===== src/rtl/sparce_pkg.sv =====
// Shared definitions for the SparCE skip unit.
// Holds the SASA entry type, table/timeout sizing, the sasa_data field
// positions, the skip FSM state type and the opcode classes that never
// produce a register result.
package sparce_pkg;

  localparam int unsigned SASA_ENTRIES = 4;
  localparam int unsigned SASA_IDX_W   = $clog2(SASA_ENTRIES);
  localparam int unsigned SKIP_TIMEOUT = 16;
  localparam int unsigned TIMEOUT_W    = $clog2(SKIP_TIMEOUT);

  // sasa_data field positions
  localparam int unsigned SD_RS1_LSB   = 0;
  localparam int unsigned SD_RS2_LSB   = 5;
  localparam int unsigned SD_N_LSB     = 10;
  localparam int unsigned SD_VALID_BIT = 16;

  localparam logic [6:0] OP_STORE  = 7'b0100011;
  localparam logic [6:0] OP_BRANCH = 7'b1100011;
  localparam logic [6:0] OP_SYSTEM = 7'b1110011;

  typedef struct packed {
    logic        valid;
    logic [31:0] pc;
    logic [4:0]  rs1;
    logic [4:0]  rs2;   // 0 = unused operand
    logic [5:0]  n;     // instructions to skip
  } sasa_entry_t;

  typedef enum logic [1:0] {
    ST_IDLE,
    ST_SKIP,
    ST_WAIT
  } skip_state_t;

  function automatic sasa_entry_t sasa_unpack(input logic [31:0] addr,
                                              input logic [16:0] fields);
    sasa_entry_t e;
    e.valid = fields[SD_VALID_BIT];
    e.pc    = addr;
    e.rs1   = fields[SD_RS1_LSB +: 5];
    e.rs2   = fields[SD_RS2_LSB +: 5];
    e.n     = fields[SD_N_LSB +: 6];
    return e;
  endfunction

  // True when the opcode class writes a destination register.
  function automatic logic writes_rd(input logic [6:0] opcode);
    return (opcode != OP_STORE) && (opcode != OP_BRANCH) && (opcode != OP_SYSTEM);
  endfunction

endpackage


===== src/rtl/sparce_pipeline_if.sv =====
// Pipeline-side signal group of the SparCE skip unit.
//   pc, rdata, if_ex_enable         : fetch stage 2 instruction and advance
//   wb_en, rd, wb_data              : register writeback
//   sasa_wen, sasa_addr, sasa_data  : SASA table write port
//   skipping, sparce_target         : redirect request (driven by the unit)
// Modport sparce is the unit's view; modport core is the pipeline's view.
interface sparce_pipeline_if;
  logic [31:0] pc;
  logic [31:0] rdata;
  logic        if_ex_enable;
  logic        wb_en;
  logic [4:0]  rd;
  logic [31:0] wb_data;
  logic        sasa_wen;
  logic [31:0] sasa_addr;
  logic [31:0] sasa_data;
  logic        skipping;
  logic [31:0] sparce_target;

  modport sparce (
    input  pc, rdata, if_ex_enable, wb_en, rd, wb_data,
           sasa_wen, sasa_addr, sasa_data,
    output skipping, sparce_target
  );

  modport core (
    output pc, rdata, if_ex_enable, wb_en, rd, wb_data,
           sasa_wen, sasa_addr, sasa_data,
    input  skipping, sparce_target
  );
endinterface


===== src/rtl/sparce_sprf.sv =====
// Sparsity register file: one "holds zero" bit per architectural register.
//   clk, rst          : clock, async active-high reset (all registers zero)
//   wb_en, rd, wb_data: register writeback
//   rs1, rs2          : lookup addresses
//   rs1_zero, rs2_zero: zero flags, including the same-cycle writeback
module sparce_sprf
  import sparce_pkg::*;
(
  input  logic        clk,
  input  logic        rst,
  input  logic        wb_en,
  input  logic [4:0]  rd,
  input  logic [31:0] wb_data,
  input  logic [4:0]  rs1,
  input  logic [4:0]  rs2,
  output logic        rs1_zero,
  output logic        rs2_zero
);

  logic [31:1] zero_q;
  logic [31:0] zero_view;

  // The bypassed view doubles as the next-state value, so the write and
  // the same-cycle forwarding share one mux; x0 is hardwired to 1.
  always_comb begin
    zero_view = {zero_q, 1'b1};
    if (wb_en && (rd != '0)) begin
      zero_view[rd] = (wb_data == '0);
    end
  end

  assign rs1_zero = zero_view[rs1];
  assign rs2_zero = zero_view[rs2];

  always_ff @(posedge clk or posedge rst) begin
    if (rst) begin
      zero_q <= '1;
    end else begin
      zero_q <= zero_view[31:1];
    end
  end

endmodule


===== src/rtl/sparce_skip_unit.sv =====
// SparCE skip unit: when the fetch-stage PC hits a SASA entry whose source
// operands are known zero and not pending in flight, issue a one-cycle
// redirect past the N dependent instructions.
//   clk  : clock
//   rst  : async active-high reset
//   pipe : sparce_pipeline_if.sparce (drives skipping, sparce_target only)
module sparce_skip_unit
  import sparce_pkg::*;
(
  input  logic                   clk,
  input  logic                   rst,
  sparce_pipeline_if.sparce      pipe
);

  sasa_entry_t               table_q [SASA_ENTRIES];
  logic [SASA_IDX_W-1:0]     rr_ptr_q;

  logic [1:0]                sb_valid_q;
  logic [1:0][4:0]           sb_rd_q;

  skip_state_t               state_q, state_d;
  logic [TIMEOUT_W-1:0]      timer_q, timer_d;
  logic [31:0]               target_q, target_d;
  logic                      skip_q, skip_d;
  logic [31:0]               out_tgt_q, out_tgt_d;

  logic                      lu_hit;
  logic [4:0]                lu_rs1, lu_rs2;
  logic [5:0]                lu_n;
  logic                      wr_hit;
  logic [SASA_IDX_W-1:0]     wr_idx;
  logic                      rs1_zero, rs2_zero;
  logic                      hazard;
  logic                      trigger;
  logic [31:0]               skip_target;
  logic                      sb_new_valid;
  logic [1:0]                sb_clr;
  logic                      unused_bits;

  assign unused_bits = ^{pipe.sasa_data[31:17], pipe.rdata[31:12]};

  // Lookup reads the registered table, so a same-cycle write is not seen.
  always_comb begin
    lu_hit = 1'b0;
    lu_rs1 = '0;
    lu_rs2 = '0;
    lu_n   = '0;
    for (int unsigned i = 0; i < SASA_ENTRIES; i++) begin
      if (table_q[i].valid && (table_q[i].pc == pipe.pc)) begin
        lu_hit = 1'b1;
        lu_rs1 = table_q[i].rs1;
        lu_rs2 = table_q[i].rs2;
        lu_n   = table_q[i].n;
      end
    end
  end

  always_comb begin
    wr_hit = 1'b0;
    wr_idx = rr_ptr_q;
    for (int unsigned i = 0; i < SASA_ENTRIES; i++) begin
      if (table_q[i].valid && (table_q[i].pc == pipe.sasa_addr)) begin
        wr_hit = 1'b1;
        wr_idx = SASA_IDX_W'(i);
      end
    end
  end

  always_ff @(posedge clk or posedge rst) begin
    if (rst) begin
      for (int unsigned i = 0; i < SASA_ENTRIES; i++) begin
        table_q[i] <= '0;
      end
      rr_ptr_q <= '0;
    end else if (pipe.sasa_wen) begin
      table_q[wr_idx] <= sasa_unpack(pipe.sasa_addr, pipe.sasa_data[16:0]);
      if (!wr_hit) begin
        rr_ptr_q <= rr_ptr_q + 1'b1;
      end
    end
  end

  sparce_sprf u_sprf (
    .clk      (clk),
    .rst      (rst),
    .wb_en    (pipe.wb_en),
    .rd       (pipe.rd),
    .wb_data  (pipe.wb_data),
    .rs1      (lu_rs1),
    .rs2      (lu_rs2),
    .rs1_zero (rs1_zero),
    .rs2_zero (rs2_zero)
  );

  // In-flight scoreboard: slot 0 is the newest accepted instruction.
  always_comb begin
    sb_new_valid = writes_rd(pipe.rdata[6:0]) && (pipe.rdata[11:7] != '0);
    for (int unsigned j = 0; j < 2; j++) begin
      sb_clr[j] = pipe.wb_en && (sb_rd_q[j] == pipe.rd);
    end
  end

  // A writeback clears the slot even as it shifts; the incoming instruction
  // is younger than any writeback, so it is never cleared on entry.
  always_ff @(posedge clk or posedge rst) begin
    if (rst) begin
      sb_valid_q <= '0;
      sb_rd_q    <= '0;
    end else if (pipe.if_ex_enable) begin
      sb_valid_q[1] <= sb_valid_q[0] && !sb_clr[0];
      sb_rd_q[1]    <= sb_rd_q[0];
      sb_valid_q[0] <= sb_new_valid;
      sb_rd_q[0]    <= pipe.rdata[11:7];
    end else begin
      sb_valid_q <= sb_valid_q & ~sb_clr;
    end
  end

  // Valid slots never hold rd=0, so an unused rs2 (0) cannot match.
  always_comb begin
    hazard = 1'b0;
    for (int unsigned j = 0; j < 2; j++) begin
      if (sb_valid_q[j] && ((sb_rd_q[j] == lu_rs1) || (sb_rd_q[j] == lu_rs2))) begin
        hazard = 1'b1;
      end
    end
  end

  assign trigger = (state_q == ST_IDLE) && pipe.if_ex_enable && lu_hit &&
                   rs1_zero && ((lu_rs2 == '0) || rs2_zero) && !hazard;

  assign skip_target = pipe.pc + (({26'd0, lu_n} + 32'd1) << 2);

  always_comb begin
    state_d   = state_q;
    timer_d   = timer_q;
    target_d  = target_q;
    skip_d    = 1'b0;
    out_tgt_d = '0;
    case (state_q)
      ST_IDLE: begin
        if (trigger) begin
          state_d   = ST_SKIP;
          skip_d    = 1'b1;
          out_tgt_d = skip_target;
          target_d  = skip_target;
        end
      end
      ST_SKIP: begin
        state_d = ST_WAIT;
        timer_d = '0;
      end
      ST_WAIT: begin
        if ((pipe.if_ex_enable && (pipe.pc == target_q)) ||
            (timer_q == TIMEOUT_W'(SKIP_TIMEOUT - 1))) begin
          state_d = ST_IDLE;
          timer_d = '0;
        end else begin
          timer_d = timer_q + 1'b1;
        end
      end
      default: begin
        state_d = ST_IDLE;
        timer_d = '0;
      end
    endcase
  end

  always_ff @(posedge clk or posedge rst) begin
    if (rst) begin
      state_q   <= ST_IDLE;
      timer_q   <= '0;
      target_q  <= '0;
      skip_q    <= 1'b0;
      out_tgt_q <= '0;
    end else begin
      state_q   <= state_d;
      timer_q   <= timer_d;
      target_q  <= target_d;
      skip_q    <= skip_d;
      out_tgt_q <= out_tgt_d;
    end
  end

  assign pipe.skipping      = skip_q;
  assign pipe.sparce_target = out_tgt_q;

endmodule

===== src/flat_wrapper.sv =====
// flat-port wrapper written by rule: the top's interface ports become plain ports
module sparce_skip_unit_flat import sparce_pkg::*;
  (clk, rst, pipe_pc, pipe_rdata, pipe_if_ex_enable, pipe_wb_en, pipe_rd, pipe_wb_data, pipe_sasa_wen, pipe_sasa_addr, pipe_sasa_data, pipe_skipping, pipe_sparce_target);
  sparce_pipeline_if pipe_i ();
  input  logic clk;
  input  logic rst;
  input wire logic [$bits(pipe_i.pc)-1:0] pipe_pc;
  input wire logic [$bits(pipe_i.rdata)-1:0] pipe_rdata;
  input wire logic [$bits(pipe_i.if_ex_enable)-1:0] pipe_if_ex_enable;
  input wire logic [$bits(pipe_i.wb_en)-1:0] pipe_wb_en;
  input wire logic [$bits(pipe_i.rd)-1:0] pipe_rd;
  input wire logic [$bits(pipe_i.wb_data)-1:0] pipe_wb_data;
  input wire logic [$bits(pipe_i.sasa_wen)-1:0] pipe_sasa_wen;
  input wire logic [$bits(pipe_i.sasa_addr)-1:0] pipe_sasa_addr;
  input wire logic [$bits(pipe_i.sasa_data)-1:0] pipe_sasa_data;
  output wire logic [$bits(pipe_i.skipping)-1:0] pipe_skipping;
  output wire logic [$bits(pipe_i.sparce_target)-1:0] pipe_sparce_target;
  assign pipe_i.pc = pipe_pc;
  assign pipe_i.rdata = pipe_rdata;
  assign pipe_i.if_ex_enable = pipe_if_ex_enable;
  assign pipe_i.wb_en = pipe_wb_en;
  assign pipe_i.rd = pipe_rd;
  assign pipe_i.wb_data = pipe_wb_data;
  assign pipe_i.sasa_wen = pipe_sasa_wen;
  assign pipe_i.sasa_addr = pipe_sasa_addr;
  assign pipe_i.sasa_data = pipe_sasa_data;
  assign pipe_skipping = pipe_i.skipping;
  assign pipe_sparce_target = pipe_i.sparce_target;
  sparce_skip_unit u_core (.clk(clk), .rst(rst), .pipe(pipe_i));
endmodule

===== config.mk =====
export PLATFORM = sky130hd
export DESIGN_NAME = sparce_skip_unit_flat
export DESIGN_NICKNAME = d
export VERILOG_FILES = /design/src/rtl/sparce_pkg.sv /design/src/rtl/sparce_pipeline_if.sv /design/src/rtl/sparce_sprf.sv /design/src/rtl/sparce_skip_unit.sv /design/src/flat_wrapper.sv
export SDC_FILE = /design/constraint.sdc
export NUM_CORES = 1
export LEC_CHECK = 0
export BUFFER_PORTS_ARGS = -buffer_cell sky130_fd_sc_hd__clkbuf_2
export CAP_MARGIN = 10
export CORE_ASPECT_RATIO = 0.8
export CORE_MARGIN = 2
export CORE_UTILIZATION = 25
export CTS_CLUSTER_DIAMETER = 100
export DETAILED_ROUTE_END_ITERATION = 8
export GPL_TIMING_DRIVEN = 0
export PLACE_DENSITY = 0.49
export SYNTH_ARGS = -nofsm -noshare
export SYNTH_HDL_FRONTEND = slang
export SYNTH_SLANG_ARGS = --single-unit

===== constraint.sdc =====
create_clock -name clk -period 31.5 [get_ports clk]
set_clock_uncertainty 0.2 [all_clocks]
set_input_delay 9.45 -clock clk [delete_from_list [all_inputs] [get_ports clk]]
set_output_delay 9.45 -clock clk [all_outputs]
set_load 0.005 [all_outputs]

* Yosys cells after proc, flatten, opt, wreduce, memory -nomap -nowiden *
Cells that the tools add are included.

cells by class
  $add $sub $neg = 4
  magnitude comparators = 6
  equality and inequality tests = 23
  muxes and demuxes = 47
  bitwise gates (word level) = 4
  reduce and logical (&&, ||, !) cells = 39

operators with widths
  cell                                                                   number
  32-bit == test                                                         9
  196-bit bitwise mux                                                    1
  49-bit demux with 2-bit select                                         1
  32-bit two-way mux                                                     3
  49-bit two-way mux                                                     1
  5-bit two-way mux                                                      8
  32-bit adder                                                           1
  32-bit bitwise mux                                                     1
  32-bit zero test                                                       1
  5-bit == test                                                          6
  1-bit logical AND                                                      25
  6-bit two-way mux                                                      4
  5-bit by 6-bit < comparator with 1-bit output (second input constant)  3
  1-bit two-way mux                                                      15
  2-bit two-way mux                                                      7
  7-bit != test (second input constant)                                  2
  1-bit binary-select mux with 5-bit select                              2
  5-bit nonzero test                                                     2
  4-bit one-hot mux with 2 select lines                                  1
  6-bit by 1-bit adder with 7-bit output (second input constant)         1
  7-bit by 6-bit != test with 1-bit output (second input constant)       1
  2-bit one-hot mux with 3 select lines                                  1
  2-bit AND reduction                                                    3
  1-bit demux with 5-bit select                                          1
  18 further kinds                                                       23

storage, ports and cells
  flip-flop bits (word level) = 312
  bits of input ports = 170
  output and inout bits = 33
  word-level logic and storage cells = 153

* Logic depth before layout (Yosys ltp) *
  depth after elaboration = 15
  gate-level depth with buffers = 26
  gate-level depth less buffers = 23

* Modules after synthesis *
A second synthesis with hierarchy kept.

second synthesis, totals
  cell total of the unflattened synthesis = 1852
  area total of the unflattened synthesis = 19288.5 sq um

modules (own cells, without submodules)
  module            times used  cells an instance  area each (sq um)  sequential area each (sq um)
  sparce_skip_unit  1           1594               16837.4            7031.7
  sparce_sprf       1           258                2451.1             814.5

* Least setup slack after synthesis *
Ideal clock, no wire load.

  kind = input port to flip-flop
  start point = in pipe_pc[1]
  end point = reg u_core.target_q[30]
  setup time = 128 ps
  data arrival time = 14373 ps
  required time = 31172 ps
  setup slack = 16799 ps
  cell stages on the path = 22
  path buffers = 3
  path through = clkbuf_1 > xnor2_1 > nand4_1 > or4_1 > nor4_2 > clkbuf_1 > buf_1 > mux2_2 > ha_1 > fa_1 > a21o_1 > a21oi_1 > o21bai_1 > a21oi_1 > nor2b_1 > o21a_1 > nand2_1 > nor2_1 > and3_1 > nand4_1 > xor2_1 > mux2i_1

on the way
  longest elaborated chain between the ends = 14
  elaborated cells on any way between the ends = 48
  classes of those cells = 2 x add/sub; 8 x eq/ne; 22 x mux; 16 x reduce/logical

ends and longest elaborated chain
  element                                                                line                     text
  from (decl)                                                            flat_wrapper.sv:7        input wire logic [$bits(pipe_i.pc)-1:0] pipe_pc;
  parallel branches: the longest is 14 deep, another holds 32-bit adder  -
  to (signal assigned)                                                   sparce_skip_unit.sv:179  target_q <= target_d;
  to (decl)                                                              sparce_skip_unit.sv:23   logic [31:0] target_q, target_d;

Several ways; the timed one is not identified. The select of a mux whose other input is x is not followed.
A chain may end at the register's enable or synchronous reset.

* Worst setup path in the final report *
  start point = in pipe_pc[8]
  end point = reg u_core.target_q[31]

Same word-level chain as after synthesis.

==> summary.md <==
| Metric | Value |
|---|---|
| Ratio of cells with drive above 1 in the final layout | a little under a quarter |
| Least-Margin Pin Slew | between 1 and 1.5 ns |
| Largest net degree at the start of global routing | ~130 |
| Fill count | just under 8k |
| Post-cts gate resize count | 0 |
| Nets | 2122 |
| Port bufs | between 100 and 150 |
| Synth area leader | dfrtp_1 |
| Initial antenna violation count | 8 |
| Placer Congestion | 0.914 |
| Fin crit share | approximately half |
| Synth top area cells | dfrtp_1 37%, mux2_2 13%, xnor2_1 12% |
| CP arrival | between 15 and 20 ns |
| Worst vdd ir | 0.0348 mV |
| Gr usage total | between 10% and 20% |
| Routed via count | between 10k and 15k |
| Total Power | ~1.6 mW |
| Worst R2R Path Depth | 20 |
| Vias/cell | 5.00 |
| Clock sinks | 312 |
| Synth Instances | around 1.8k |
| DRC Markers | 0 |
| Die outline width | just over 300 µm |
| Cell Area, Placed | 20700 µm² |
| Iter 0 DRT Violations | ~1.2k |
| Die Height | roughly 250 µm |
| Layout area overhead | 16.3% |
| PwrDens | around 75 nW/µm² |
| Post-route design area | between 20000 and 25000 µm² |
| Critical path required time | 31.73 ns |
| CTS tree | yes |
| Antenna-violating nets left | 0 |
| Post-synth top area share | a little under two fifths |
| Wirelength, routed | about 72000 µm |
| Clock-pin slew on the worst setup and hold paths | 0.06 ns |
| Min cycle time layout | ~16 ns |
| Clk root buf | clkbuf_16 |
| GRT overflow | 0 |
| Hold path depth | 1 |
| Post-synthesis register bit count | ~310 |
| First-pass GRT wire length | between 100000 and 150000 µm |
| Detail Placement HPWL | about 56000 µm |
| Static leakage | around 8.8 nW |
| Vias in the first global route | 15.1k |
| Clk buf depth | 3 |
| CP Max Fanout | 10 |
| TNS Setup | 0 ns |
| Syn Std Cell Area | between 15000 and 20000 µm² |
| Number of cell rows | about 90 |
| Sequential area share after synthesis | about two fifths |
| Commonest cells after routing, fill and taps aside | 281 x dfrtp_1, 248 x xnor2_1, 213 x mux2_2 |
| Synth async-reset ratio | 100% |
| Number of buffers inserted by hold repair at cts | 0 |
| Core area | about 74000 µm² |
| Hold Path Class | flop to flop |
| RSZ-0062 raised after global routing | no |
| Outcome | finished, final reports clean |
| Setup crit start kind | input port |
| Average size of a mapped cell | 10.5 µm² |
| Post-synth top flop | dfrtp_1 |
| Yosys Warn Count | 0 |
| Most common cell after layout, fill and taps aside | dfrtp_1 |
| Slew HR | 18.1% |
| Die ar. | 77600 µm² |
| Crit path kind | input port to flop |
| Hold Violations, Final | 0 |
| Syn nets | 1970 |
| Starting Density | around 25% |
| Post-CTS Setup Bufs | 0 |
| Fin. max-slew vios | 0 |
| TritonCTS Buffers | 38 |
| CTS H-tree lvls | 2 |
| CP endpoint kind | flop |
| Max_cap viols | 0 |
| Clock Latency Late Sink | just under 0.6 ns |
| Final core utilization | 29.5% |
| Pre-antenna DRT Iters | 8 |
| Setup-violating endpoint count in the final report | 0 |
| Yosys cell types | 87 |
| I/O pin cnt | around 200 |
| Routed length per placed instance | 24.2 µm |
| EDFF count, synth | 0 |
| Fmax | 61.3 MHz |
-- logic make-up after synthesis --
family,after synthesis,synth area share (%)
flops,312,41.7
fa+ha+maj,10,0.704
buf+inv,203,4.47
simple gates,452,13.2
compound gates,181,7.23
xor+xnor,349,16.2
mux,283,16.5
-- stage by stage --
stage	worst slack [ns]	std cells	hold WS, ns
after floorplan	13.27	1790	0.245
after global placement	9.44	2899	0.265
after detailed placement	14.74	2903	0.268
after CTS	15.33	2968	0.280
after global routing	14.80	2968	0.315
final	15.19	2971	0.282
-- synth_stat cells (all sizes together) (10+ instances only) --
master / instances
o31a: 10
o41ai: 16
o311a: 11
inv: 70
xor2: 101
or4: 17
o21ai: 55
and3: 17
nor4: 40
nand2b: 12
clkbuf: 93
nand2: 91
a21oi: 11
nor3: 15
mux2i: 65
nand3: 36
dfstp: 31
nand4: 99
dfrtp: 281
nor2: 70
xnor2: 248
buf: 39
mux2: 218
-- registers in the layout (all words and copies together), names as in the netlist --
| signal | count |
|---|---|
| u_core.pipe.skipping | 1 |
| u_core.pipe.sparce_target | 32 |
| u_core.rr_ptr_q | 2 |
| u_core.sb_rd_q | 10 |
| u_core.sb_valid_q | 2 |
| u_core.state_q | 2 |
| u_core.table_q | 196 |
| u_core.target_q | 32 |
| u_core.timer_q | 4 |
| u_core.u_sprf.zero_q | 31 |
-- power breakdown --
part | leakage [nW] | internal (mW) | switching (mW)
logic | 4.58 | 0.267 | 0.252
registers | 3.66 | 0.534 | 0.153
clock network | 0.585 | 0.248 | 0.188
total | 8.82 | 1.05 | 0.592
-- metal layers --
layer	global-route usage (%)	share of wire [%]	up-vias
met5	0	0.10	-
li1	-	-	6656
met3	3.98	7.0	91
met2	27.0	42	528
met1	26.7	49	7558
met4	4.00	1.8	12
-- final timing paths --
check	end	start	slack, ns
max	u_core.target_q[31]	pipe_pc[8]	15.19
min	u_core.rr_ptr_q[1]	u_core.rr_ptr_q[1]	0.28
max reg2reg	u_core.target_q[31]	u_core.table_q[46]	24.25
min reg2reg	u_core.rr_ptr_q[1]	u_core.rr_ptr_q[1]	0.28
max in group asynchronous	u_core.table_q[133]	rst	21.22
min in group asynchronous	u_core.timer_q[2]	rst	8.77
-- layout make-up --
cell class | instances | area, µm² | area share [%]
multi-input combinational | 1275 | 10200 | 46.3
sequential | 312 | 7850 | 35.8
tap | 1001 | 1250 | 5.72
clock buffer | 47 | 1030 | 4.68
timing repair buffer | 112 | 606 | 2.76
buffer | 132 | 576 | 2.63
inverter | 71 | 274 | 1.25
clock inverter | 18 | 173 | 0.788
antenna | 3 | 7.51 | 0.0343
-- worst max-delay path, cell delays in order --
cell and delay (ns):
clkbuf_2 0.11, clkbuf_1 0.59, xnor2_1 0.24, nand4_1 0.13
or4_1 0.57, nor4_2 0.80, clkbuf_1 0.41, buf_1 0.62
mux2i_1 1.05, nor3_1 0.15, xnor2_1 0.20, ha_1 0.35
inv_1 0.06, o21bai_1 0.14, a21o_1 0.14, clkbuf_1 0.35
nand3_1 0.15, nor2_1 0.26, nand3_1 0.25, nor2_1 0.23
xnor2_1 0.17, mux2i_1 0.10
(Power assumes the default switching activity.)
